File: config.mk
export PLATFORM = sky130hd
export DESIGN_NAME = axi_sram_slave
export DESIGN_NICKNAME = d
export VERILOG_FILES = /design/src/rtl/axi_sram_slave.sv
export SDC_FILE = /design/constraint.sdc
export NUM_CORES = 1
export LEC_CHECK = 0
export CORE_AREA = 2 2 109 111
export CTS_BUF_LIST = sky130_fd_sc_hd__clkbuf_8
export DETAILED_ROUTE_END_ITERATION = 6
export DIE_AREA = 0 0 111 113
export DONT_BUFFER_PORTS = 1
export PLACE_DENSITY = 0.45
export SKIP_LAST_GASP = 1
export SLEW_MARGIN = 20
export SYNTH_ARGS = -nofsm -noshare
export SYNTH_HDL_FRONTEND = slang
export SYNTH_SLANG_ARGS = --single-unit
export TNS_END_PERCENT = 100
File: constraint.sdc
create_clock -name clk -period 2.01 [get_ports clk]
set_clock_uncertainty 0.05 [all_clocks]
set_input_delay 0.3015 -clock clk [delete_from_list [all_inputs] [get_ports clk]]
set_output_delay 0.3015 -clock clk [all_outputs]
set_load 0.02 [all_outputs]
File: src/rtl/axi_sram_slave.sv
// AXI4 slave front-end for a single-port 32-bit word SRAM.
// One transaction in flight at a time; INCR/WRAP (treated as INCR) and FIXED bursts of
// 1-16 beats; byte-strobed writes. AxSIZE is ignored and the stride is always one word.
// Optional build macro AXI_SLV_DECERR_EN: accesses outside the SRAM window are flagged
// at the address handshake and answered with DECERR without touching the SRAM.
// Without it, out-of-window addresses alias modulo the SRAM size.
module axi_sram_slave #(
  parameter int unsigned ID_W      = 8,
  parameter int unsigned MEM_AW    = 14,
  parameter logic [31:0] BASE_ADDR = 32'h0001_0000
) (
  input  logic              clk,
  input  logic              rst,
  // write address
  input  logic [ID_W-1:0]   AWID,
  input  logic [31:0]       AWADDR,
  input  logic [3:0]        AWLEN,
  input  logic [2:0]        AWSIZE,
  input  logic [1:0]        AWBURST,
  input  logic              AWVALID,
  output logic              AWREADY,
  // write data
  input  logic [31:0]       WDATA,
  input  logic [3:0]        WSTRB,
  input  logic              WLAST,
  input  logic              WVALID,
  output logic              WREADY,
  // write response
  output logic [ID_W-1:0]   BID,
  output logic [1:0]        BRESP,
  output logic              BVALID,
  input  logic              BREADY,
  // read address
  input  logic [ID_W-1:0]   ARID,
  input  logic [31:0]       ARADDR,
  input  logic [3:0]        ARLEN,
  input  logic [2:0]        ARSIZE,
  input  logic [1:0]        ARBURST,
  input  logic              ARVALID,
  output logic              ARREADY,
  // read data
  output logic [ID_W-1:0]   RID,
  output logic [31:0]       RDATA,
  output logic [1:0]        RRESP,
  output logic              RLAST,
  output logic              RVALID,
  input  logic              RREADY,
  // SRAM macro
  output logic              mem_cs,
  output logic [3:0]        mem_we,
  output logic [MEM_AW-1:0] mem_addr,
  output logic [31:0]       mem_di,
  input  logic [31:0]       mem_do
);

  typedef enum logic [2:0] {
    StIdle,
    StRdReq,
    StRdData,
    StWrData,
    StWrResp
  } state_e;

  state_e            state_q, state_d;
  logic [ID_W-1:0]   id_q, id_d;
  logic [MEM_AW-1:0] addr_q, addr_d;
  logic [3:0]        len_q, len_d;
  logic [3:0]        beat_q, beat_d;
  logic [1:0]        burst_q, burst_d;
  logic              err_q, err_d;   // WLAST placement error seen in this write burst
  logic              dec_q, dec_d;   // burst targets an address outside the SRAM window

  logic [MEM_AW-1:0] addr_nxt;
  logic              last_beat;

  // Size is irrelevant: every beat is one 32-bit word.
  logic unused_size;
  assign unused_size = ^{AWSIZE, ARSIZE};

  function automatic logic [MEM_AW-1:0] word_of(input logic [31:0] a);
    return MEM_AW'((a - BASE_ADDR) >> 2);
  endfunction

`ifdef AXI_SLV_DECERR_EN
  function automatic logic addr_bad(input logic [31:0] a);
    return (a < BASE_ADDR) || (((a - BASE_ADDR) >> (MEM_AW + 2)) != 32'd0);
  endfunction
`endif

  // FIXED holds the address; INCR and WRAP both step one word, wrapping at the SRAM top.
  assign addr_nxt  = (burst_q == 2'b00) ? addr_q : addr_q + MEM_AW'(1);
  assign last_beat = (beat_q == len_q);

  // State and transaction context registers.
  always_ff @(posedge clk) begin
    if (rst) begin
      state_q <= StIdle;
      id_q    <= '0;
      addr_q  <= '0;
      len_q   <= '0;
      beat_q  <= '0;
      burst_q <= '0;
      err_q   <= 1'b0;
      dec_q   <= 1'b0;
    end else begin
      state_q <= state_d;
      id_q    <= id_d;
      addr_q  <= addr_d;
      len_q   <= len_d;
      beat_q  <= beat_d;
      burst_q <= burst_d;
      err_q   <= err_d;
      dec_q   <= dec_d;
    end
  end

  // Next-state and output decode; outputs forced idle while rst is high so an aborted
  // burst drops its handshakes immediately.
  always_comb begin
    state_d  = state_q;
    id_d     = id_q;
    addr_d   = addr_q;
    len_d    = len_q;
    beat_d   = beat_q;
    burst_d  = burst_q;
    err_d    = err_q;
    dec_d    = dec_q;

    AWREADY  = 1'b0;
    WREADY   = 1'b0;
    BID      = '0;
    BRESP    = 2'b00;
    BVALID   = 1'b0;
    ARREADY  = 1'b0;
    RID      = '0;
    RDATA    = '0;
    RRESP    = 2'b00;
    RLAST    = 1'b0;
    RVALID   = 1'b0;
    mem_cs   = 1'b0;
    mem_we   = 4'b0000;
    mem_addr = '0;
    mem_di   = '0;

    if (!rst) begin
      unique case (state_q)
        StIdle: begin
          AWREADY = 1'b1;
          ARREADY = !AWVALID;  // write has priority; AR waits
          if (AWVALID) begin
            state_d = StWrData;
            id_d    = AWID;
            len_d   = AWLEN;
            burst_d = AWBURST;
            addr_d  = word_of(AWADDR);
            beat_d  = '0;
            err_d   = 1'b0;
`ifdef AXI_SLV_DECERR_EN
            dec_d   = addr_bad(AWADDR);
`else
            dec_d   = 1'b0;
`endif
          end else if (ARVALID) begin
            state_d = StRdReq;
            id_d    = ARID;
            len_d   = ARLEN;
            burst_d = ARBURST;
            addr_d  = word_of(ARADDR);
            beat_d  = '0;
            err_d   = 1'b0;
`ifdef AXI_SLV_DECERR_EN
            dec_d   = addr_bad(ARADDR);
`else
            dec_d   = 1'b0;
`endif
          end
        end

        StRdReq: begin
          mem_cs   = !dec_q;
          mem_addr = addr_q;
          state_d  = StRdData;
        end

        StRdData: begin
          // mem_do holds until the next access, so the beat is stable under backpressure.
          RVALID = 1'b1;
          RID    = id_q;
          RDATA  = dec_q ? 32'h0 : mem_do;
          RRESP  = dec_q ? 2'b11 : 2'b00;
          RLAST  = last_beat;
          if (RREADY) begin
            if (last_beat) begin
              state_d = StIdle;
            end else begin
              beat_d  = beat_q + 4'd1;
              addr_d  = addr_nxt;
              state_d = StRdReq;
            end
          end
        end

        StWrData: begin
          WREADY   = 1'b1;
          mem_cs   = WVALID && !dec_q;
          mem_we   = (WVALID && !dec_q) ? WSTRB : 4'b0000;
          mem_addr = addr_q;
          mem_di   = WDATA;
          if (WVALID) begin
            // The beat counter ends the burst; WLAST only feeds the error flag.
            if (last_beat) begin
              err_d   = err_q | !WLAST;
              state_d = StWrResp;
            end else begin
              err_d  = err_q | WLAST;
              beat_d = beat_q + 4'd1;
              addr_d = addr_nxt;
            end
          end
        end

        StWrResp: begin
          BVALID = 1'b1;
          BID    = id_q;
          BRESP  = dec_q ? 2'b11 : (err_q ? 2'b10 : 2'b00);
          if (BREADY) begin
            state_d = StIdle;
          end
        end

        default: state_d = StIdle;
      endcase
    end
  end

endmodule

; ---- Yosys cells after proc, flatten, opt, wreduce, memory -nomap -nowiden
; Index checks and enable logic that the tools add are counted.
[op_classes]
n_addsub = 4
mul = 0
div = 0
order_cmp = 0
n_eq_ne = 10
n_shift = 0
mux = 67
bitwise_logic = 2
n_reduce_logical = 14
[ops]
columns = cell, n
row1 = $mux 32, 5
row2 = $mux 14, 8
row3 = $mux 8, 6
row4 = $pmux 14 s3, 1
row5 = $mux 4, 10
row6 = $sub 16x1->16 const B, 2
row7 = $mux 1, 18
row8 = $mux 2, 9
row9 = $mux 3, 6
row10 = $pmux 3 s5, 1
row11 = $add 14x1->14 const B, 1
row12 = $pmux 4 s3, 1
row13 = $ne 2x2->1 const B, 4
row14 = $eq 3x2->1 const B, 2
row15 = $reduce_and 5->1, 1
row16 = $add 4x1->4 const B, 1
row17 = $eq 4x4->1, 1
row18 = $pmux 1 s2, 2
row19 = $reduce_and 4->1, 1
row20 = $reduce_bool 2->1, 2
row21 = $eq 3x1->1 const B, 1
row22 = $eq 3x3->1 const B, 1
row23 = $logic_not 1->1, 3
row24 = $logic_not 3->1, 1
row25 = other kinds (8), 9
[totals]
reg_bits = 37
latchBits = 0
ram_bits = 0
rom_bits = 0
inputBits = 174
output_inout_bits = 109
word_cells = 105
mem_count = 0

; ---- Longest topological paths before layout
; Gate-level depths: netlist (run 1).
[depth]
depth_word = 5
depth_mapped = 7

; ---- Worst setup path after synthesis (run 1)
; OpenSTA, ideal clock, no wires.
[synth_path]
path_type = input to output
from = input AWVALID
to = output ARREADY
arrival_time_ns = 1.539
path_slack_ns = 0.119
stages = 4
cell_sequence = clkbuf_1 > buf_2 > buf_4 > nor4_1
[synth_between]
elab_chain_cells = 3
[synth_lines]
columns = item, line_no
row1 = start: declaration, 20  ; input logic AWVALID,
row2 = $logic_not 1->1, 149  ; ARREADY = !AWVALID;
row3 = $mux 1, 146  ; unique case (state_q)
row4 = $mux 1, 145  ; if (!rst) begin
row5 = end: declaration, 40  ; output logic ARREADY,
; Every way passes these cells.

; ---- Worst setup path in the final report (run 1)
[layout_path]
from = register state_q[0]
to = output RDATA[26]
[layout_between]
elab_chain_cells = 3
[layout_lines]
columns = item, line_no
row1 = start: declaration, 64  ; state_e state_q, state_d;
row2 = start signal: assignment, 97  ; state_q <= StIdle;
row3 = start signal: assignment, 106  ; state_q <= state_d;
row4 = $eq 3x2->1, 146
row5 = $mux 32, 146
row6 = $mux 32, 145
row7 = end: declaration, 43  ; output logic [31:0] RDATA,
; Every way passes these cells.

==> results.json, run 1 <==
{
  "yosysWarnings": 0,
  "status": "finished clean",
  "viasPerCell": 5.40,
  "synth_area_sq_um": 2980,
  "portBuffers": 0,
  "dr.pass1.iters": 5,
  "relSlewSlack_pct": 64.1,
  "die_h_microns": 113,
  "crit_arrival_ps": 1610,
  "met1_usage_pct": 24.1,
  "core-area_sq_um": 11300,
  "dp_slack_ps": 164,
  "synth_cell_types": 55,
  "min_period_ps": 1960,
  "met3_usage_pct": 13.9,
  "grt_busiest_layer": "met2",
  "r2r_cells": 6,
  "yosys_register_bits": 36,
  "rows": 39,
  "p_leak_nw": 1.49,
  "setup_viol": 0,
  "io_pins": 283,
  "drt-total-wl_microns": 12900,
  "critPathCaptureType": "primary output",
  "die_area_sq_um": 12500,
  "tns_ps": 0,
  "peakVddDrop_uv": 314,
  "mostFrequentLayoutCells": "and2_1, buf_4, and3_1, dfxtp_1, mux2i_1",
  "final_cell_area_sq_um": 3550,
  "area_growth_pct": 19.0,
  "grt.overflow.total": 0,
  "gp_congestion": 0.826,
  "htreeDepth": 2,
  "fmax_mhz": 509,
  "final_util_pct": 31.5,
  "setup_slack_ps": 45.4,
  "drv_slew": 0,
  "reg2reg_to": "addr_q[6]",
  "route.detailed.drc": 0,
  "period_share_pct": 97.7,
  "min_path_type": "input pin to flop",
  "num_vias": 3026,
  "dp_hpwl_microns": 10600,
  "numCtsBuffers": 5,
  "synthArstFlopShare_pct": 0,
  "max_cap_viol_count": 0,
  "drive_above_1_share_pct": 25.4,
  "tightest_slew_ps": 537,
  "regToRegStartpoint": "addr_q[1]",
  "worstPathMaxFanout": 25,
  "grt_pass1_vias": 2843,
  "numClockSinks": 36,
  "rrSetupSlack_ps": 170,
  "hold_viol": 0,
  "grt_max_degree": 45,
  "power.density_nw_per_um2": 710,
  "min_path_cells": 1,
  "clk_latency_ps": 300,
  "final_common_cell": "and2_1",
  "worstHoldStart": "rst",
  "fp.dieW_microns": 111,
  "cts_tree": "yes",
  "clock-root-buffer": "clkbuf_8",
  "yosysSeqAreaShare_pct": 24.2,
  "synth.avg_cell_area_sq_um": 7.71,
  "clk_pin_slew_ps": 80,
  "rsz0062_at_grt": "yes",
  "placed_area_sq_um": 3370,
  "drt_iter0_markers": 177,
  "clockBufferDepth": 2,
  "start_util_pct": 26.5,
  "grt_first_pass_wirelength_microns": 18300,
  "synth_cells": 387,
  "track_usage_pct": 19.6,
  "cp.required_ps": 1660,
  "drt.antenna.violating_nets": 0,
  "worstSetupStartpointType": "flop",
  "wl_per_cell_microns": 23.1,
  "min_to": "addr_q[2]",
  "final_nets": 580,
  "criticalPathCategory": "flop to primary output",
  "p_total_mw": 2.52,
  "synth_edf_count": 0,
  "gr-usage-met2_pct": 27.9,
  "synth_flop_cell": "dfxtp_1",
  "antenna_found_initial": 27
}
-- cell usage after synthesis (2+ instances only) --
master	count	area (sq um)
a211oi_1	14	105
a211oi_2	2	25.0
a21oi_1	12	60.1
a21oi_2	6	52.6
a311oi_1	2	17.5
a31oi_1	4	25.0
and2_1	67	419
and3_1	37	231
buf_2	6	30.0
buf_4	4	30.0
clkbuf_1	24	90.1
dfxtp_1	36	721
ha_1	2	25.0
inv_1	4	15.0
mux2i_1	30	300
nand2_1	15	56.3
nand2b_1	3	18.8
nand3_1	10	50.1
nand4_1	2	12.5
nor2_1	29	109
nor3_1	6	30.0
nor3_2	2	20.0
nor4_1	7	43.8
o211ai_1	2	15.0
o21a_1	3	22.5
o21ai_0	10	50.1
o21ai_1	8	40.0
o21ai_2	7	61.3
o21bai_1	2	15.0
o31ai_1	2	15.0
xnor2_1	5	43.8
-- per-stage QoR --
step           hold slack (ps)  std cells
6_report                  8.76        560
5_1_grt                   1.44        553
4_1_cts                   6.05        547
3_5_place_dp               324        539
3_3_place_gp               324        539
2_1_floorplan              422        389
-- flip-flops by register name, summed over array words and instances (netlist names) --
signal / flops
addr_q: 14
id_q: 8
beat_q: 4
len_q: 4
state_q: 3
burst_q: 2
err_q: 1
-- timing repair --
action                     in CTS  in global routing
cloned                          0                  0
hold endpoints to repair        0                  1
hold buffers                    0                  1
setup endpoints to repair      58                 56
resized for setup              19                  9
setup buffers                   0                  0
-- critical path: stages, from the launching register on --
cell     delay [ps]
dfxtp_2         360
buf_4           170
nor3_4          230
buf_6           210
and2_1          190
buf_4           150
-- worst max path at each step --
stage	startpoint	end	slack, ps	depth (start not counted)
2_1_floorplan	AWVALID	ARREADY	120	4
3_3_place_gp	state_q[2]	addr_q[13]	190	5
3_5_place_dp	state_q[2]	addr_q[7]	160	5
4_1_cts	state_q[2]	RDATA[26]	-20	5
5_1_grt	state_q[0]	RDATA[26]	-30	5
6_report	state_q[0]	RDATA[26]	50	5
-- layout make-up --
type / instances / area, sq um
Timing Repair Buffer: 45 / 389
Clock inverter: 2 / 11.3
Clock buffer: 6 / 82.6
Antenna cell: 12 / 30.0
Inverter: 4 / 15.0
Sequential cell: 36 / 724
Tap cell: 143 / 179
Multi-Input combinational cell: 312 / 2120
Fill cell: 1239 / 7720
-- metal layers --
layer | up-vias | part of all wire (%)
met3 | 23 | 17
met1 | 1392 | 41
li1 | 1420 | -
met5 | - | 0.45
met4 | 10 | 1.2
met2 | 181 | 40
-- report_power, final --
part	leakage [nW]	switching, mW	internal, mW	total (mW)
clock	0.0487	0.286	0.274	0.560
sequential	0.297	0.104	0.823	0.927
combinational	1.15	0.625	0.410	1.03
total	1.49	1.01	1.51	2.52
-- cell families (layout without fill, tap and decap cells) --
family                   after synthesis  in the layout  share of synthesized area, %
AO/OA/AOI/OAI                         83             83                          20.3
XOR/XNOR                               5              5                          1.47
adder cells (fa/ha/maj)                2              2                         0.838
buffers and inverters                 41             57                          6.54
flip-flops                            36             36                          24.2
multiplexers                          30             30                          10.1
other                                  1             15                         0.126
AND/OR/NAND/NOR                      189            189                          36.6
Note: power is estimated with default switching activity, not from simulation.
==> inputs of run 2 (changes only) <==
--- a/config.mk
+++ b/config.mk
@@ -10,7 +10,6 @@
 export DETAILED_ROUTE_END_ITERATION = 6
 export DIE_AREA = 0 0 111 113
 export DONT_BUFFER_PORTS = 1
-export PLACE_DENSITY = 0.45
 export SKIP_LAST_GASP = 1
 export SLEW_MARGIN = 20
 export SYNTH_ARGS = -nofsm -noshare
==> results.json, run 2 (synthesis results as in run 1) <==
{
  "cp.required_ps": 1660,
  "core-area_sq_um": 11300,
  "htreeDepth": 2,
  "final_common_cell": "and2_1",
  "clockBufferDepth": 2,
  "crit_slowest_cell": "dfxtp_2",
  "rows": 39,
  "final_util_pct": 31.8,
  "crit_arrival_ps": 1590,
  "criticalPathCategory": "flop to primary output",
  "track_usage_pct": 18.9,
  "drv_slew": 0,
  "placed_area_sq_um": 3400,
  "gp_congestion": 0.876,
  "largest_reg_flops": 14,
  "layout.cells.non_filler": 568,
  "relSlewSlack_pct": 64.4,
  "placed_cells": 545,
  "mostFrequentLayoutCells": "and2_1, buf_4, and3_1, dfxtp_1, mux2i_1",
  "p_int_mw": 1.60,
  "seq_power_share_pct": 35.5,
  "min_period_ps": 1940,
  "max_cap_viol_count": 0,
  "peakVddDrop_uv": 297,
  "route.detailed.drc": 0,
  "final_cell_area_sq_um": 3590,
  "drt-total-wl_microns": 12600,
  "rsz0062_at_grt": "yes",
  "cp_slowest_stage_delay_ps": 340,
  "dp_hpwl_microns": 10600,
  "min_path_cells": 1,
  "dp_slack_ps": 164,
  "r2r_cells": 6,
  "drive_above_1_share_pct": 22.6,
  "power.density_nw_per_um2": 728,
  "drt_iter0_markers": 234,
  "nFillCells": 1177,
  "power.share.clock_pct": 25.2,
  "worstPathMaxFanout": 27,
  "hold_viol": 0,
  "clk_pin_slew_ps": 80,
  "min_path_type": "input pin to flop",
  "netSwitchingFraction_pct": 38.9,
  "start_util_pct": 26.5,
  "worstSetupStartpointType": "flop",
  "cp.depth": 5,
  "antenna_found_initial": 29,
  "viasPerCell": 5.32,
  "tightest_slew_ps": 533,
  "dr.pass1.iters": 5,
  "clk_latency_ps": 300,
  "critPathBufInv": 2,
  "p_leak_nw": 1.51,
  "grt_first_pass_wirelength_microns": 17800,
  "power_switching_mw": 1.02,
  "area_growth_pct": 20.3,
  "tns_ps": 0,
  "portBuffers": 0,
  "top_register": "addr_q",
  "final_nets": 586,
  "critPathCaptureType": "primary output",
  "pwr-share-comb_pct": 39.3,
  "wl_per_cell_microns": 22.2,
  "numCtsBuffers": 5,
  "grt_max_degree": 41,
  "grt.overflow.total": 0,
  "setup_slack_ps": 69.0,
  "die_area_sq_um": 12500,
  "period_share_pct": 96.6,
  "drt.antenna.violating_nets": 0,
  "fp.dieW_microns": 111,
  "cpLargestDelayFamily": "simple AND/OR/NAND/NOR gates",
  "cts_tree": "yes",
  "reg.largest.list": "addr_q (14), id_q (8)",
  "fmax_mhz": 515,
  "crit_chain": "nand2b_2, nor3_4, buf_6, and2_1, buf_4",
  "grt_pass1_vias": 2866,
  "post-cts-setup-buffers": 0,
  "clock-root-buffer": "clkbuf_8",
  "io_pins": 283,
  "num_vias": 3022,
  "die_h_microns": 113,
  "status": "finished clean",
  "numClockSinks": 36,
  "setup_viol": 0
}
==> run 2: changes by cell type in the layout (fill, tap and decap cells not counted), sizes merged <==
cell,delta
clkbuf,-1
bufinv,+1
diode,+2
inv,-1
buf,+6
clkinv,+1
==> run 2: metal layers <==
layer	share of wire, %	track usage [%]	vias to the layer above
met2	42	27.9	176
li1	-	-	1436
met4	0.81	4.50	10
met1	38	22.6	1382
met3	18	13.2	18
met5	0.50	0	-
==> run 2: power by group through the flow <==
| stage | registers (mW) | clock network (mW) | logic [mW] |
|---|---|---|---|
| 2_1_floorplan | 0.905 | 0 | 0.803 |
| 3_3_place_gp | 0.934 | 0 | 0.991 |
| 3_5_place_dp | 0.939 | 0 | 1.02 |
| 4_1_cts | 0.923 | 0.669 | 1.02 |
| 5_1_grt | 0.944 | 0.687 | 1.12 |
| 6_report | 0.927 | 0.658 | 1.03 |
==> run 2: cell type report <==
type,count,area (sq um),share of cell area (%)
antenna,14,35.0,0.976
clock buffer,5,68.8,1.92
clock inverter,3,42.5,1.19
inverter,4,15.0,0.418
multi-input combinational,312,2100,58.5
sequential,36,724,20.2
tap,143,179,4.99
timing repair buffer,51,425,11.9
==> run 2: repair_timing <==
action / in CTS / in global routing
gates cloned: 0 / 0
resized for setup: 2 / 9
hold endpoints to repair: 0 / 1
hold buffers: 0 / 1
setup endpoints to repair: 47 / 65
==> run 2: path summary, 6_finish.rpt <==
check	from	end	slack (ps)
max reg2reg	addr_q[1]	addr_q[6]	170
min	rst	addr_q[9]	20
min reg2reg	burst_q[0]	burst_q[0]	450
max	state_q[2]	RDATA[7]	70
==> run 2: metrics by stage <==
step	total power, mW	hold slack (ps)
floorplan	1.71	422
CTS	2.62	4.95
detailed placement	1.96	325
global placement	1.92	325
global route	2.75	3.28
finish	2.61	15.0
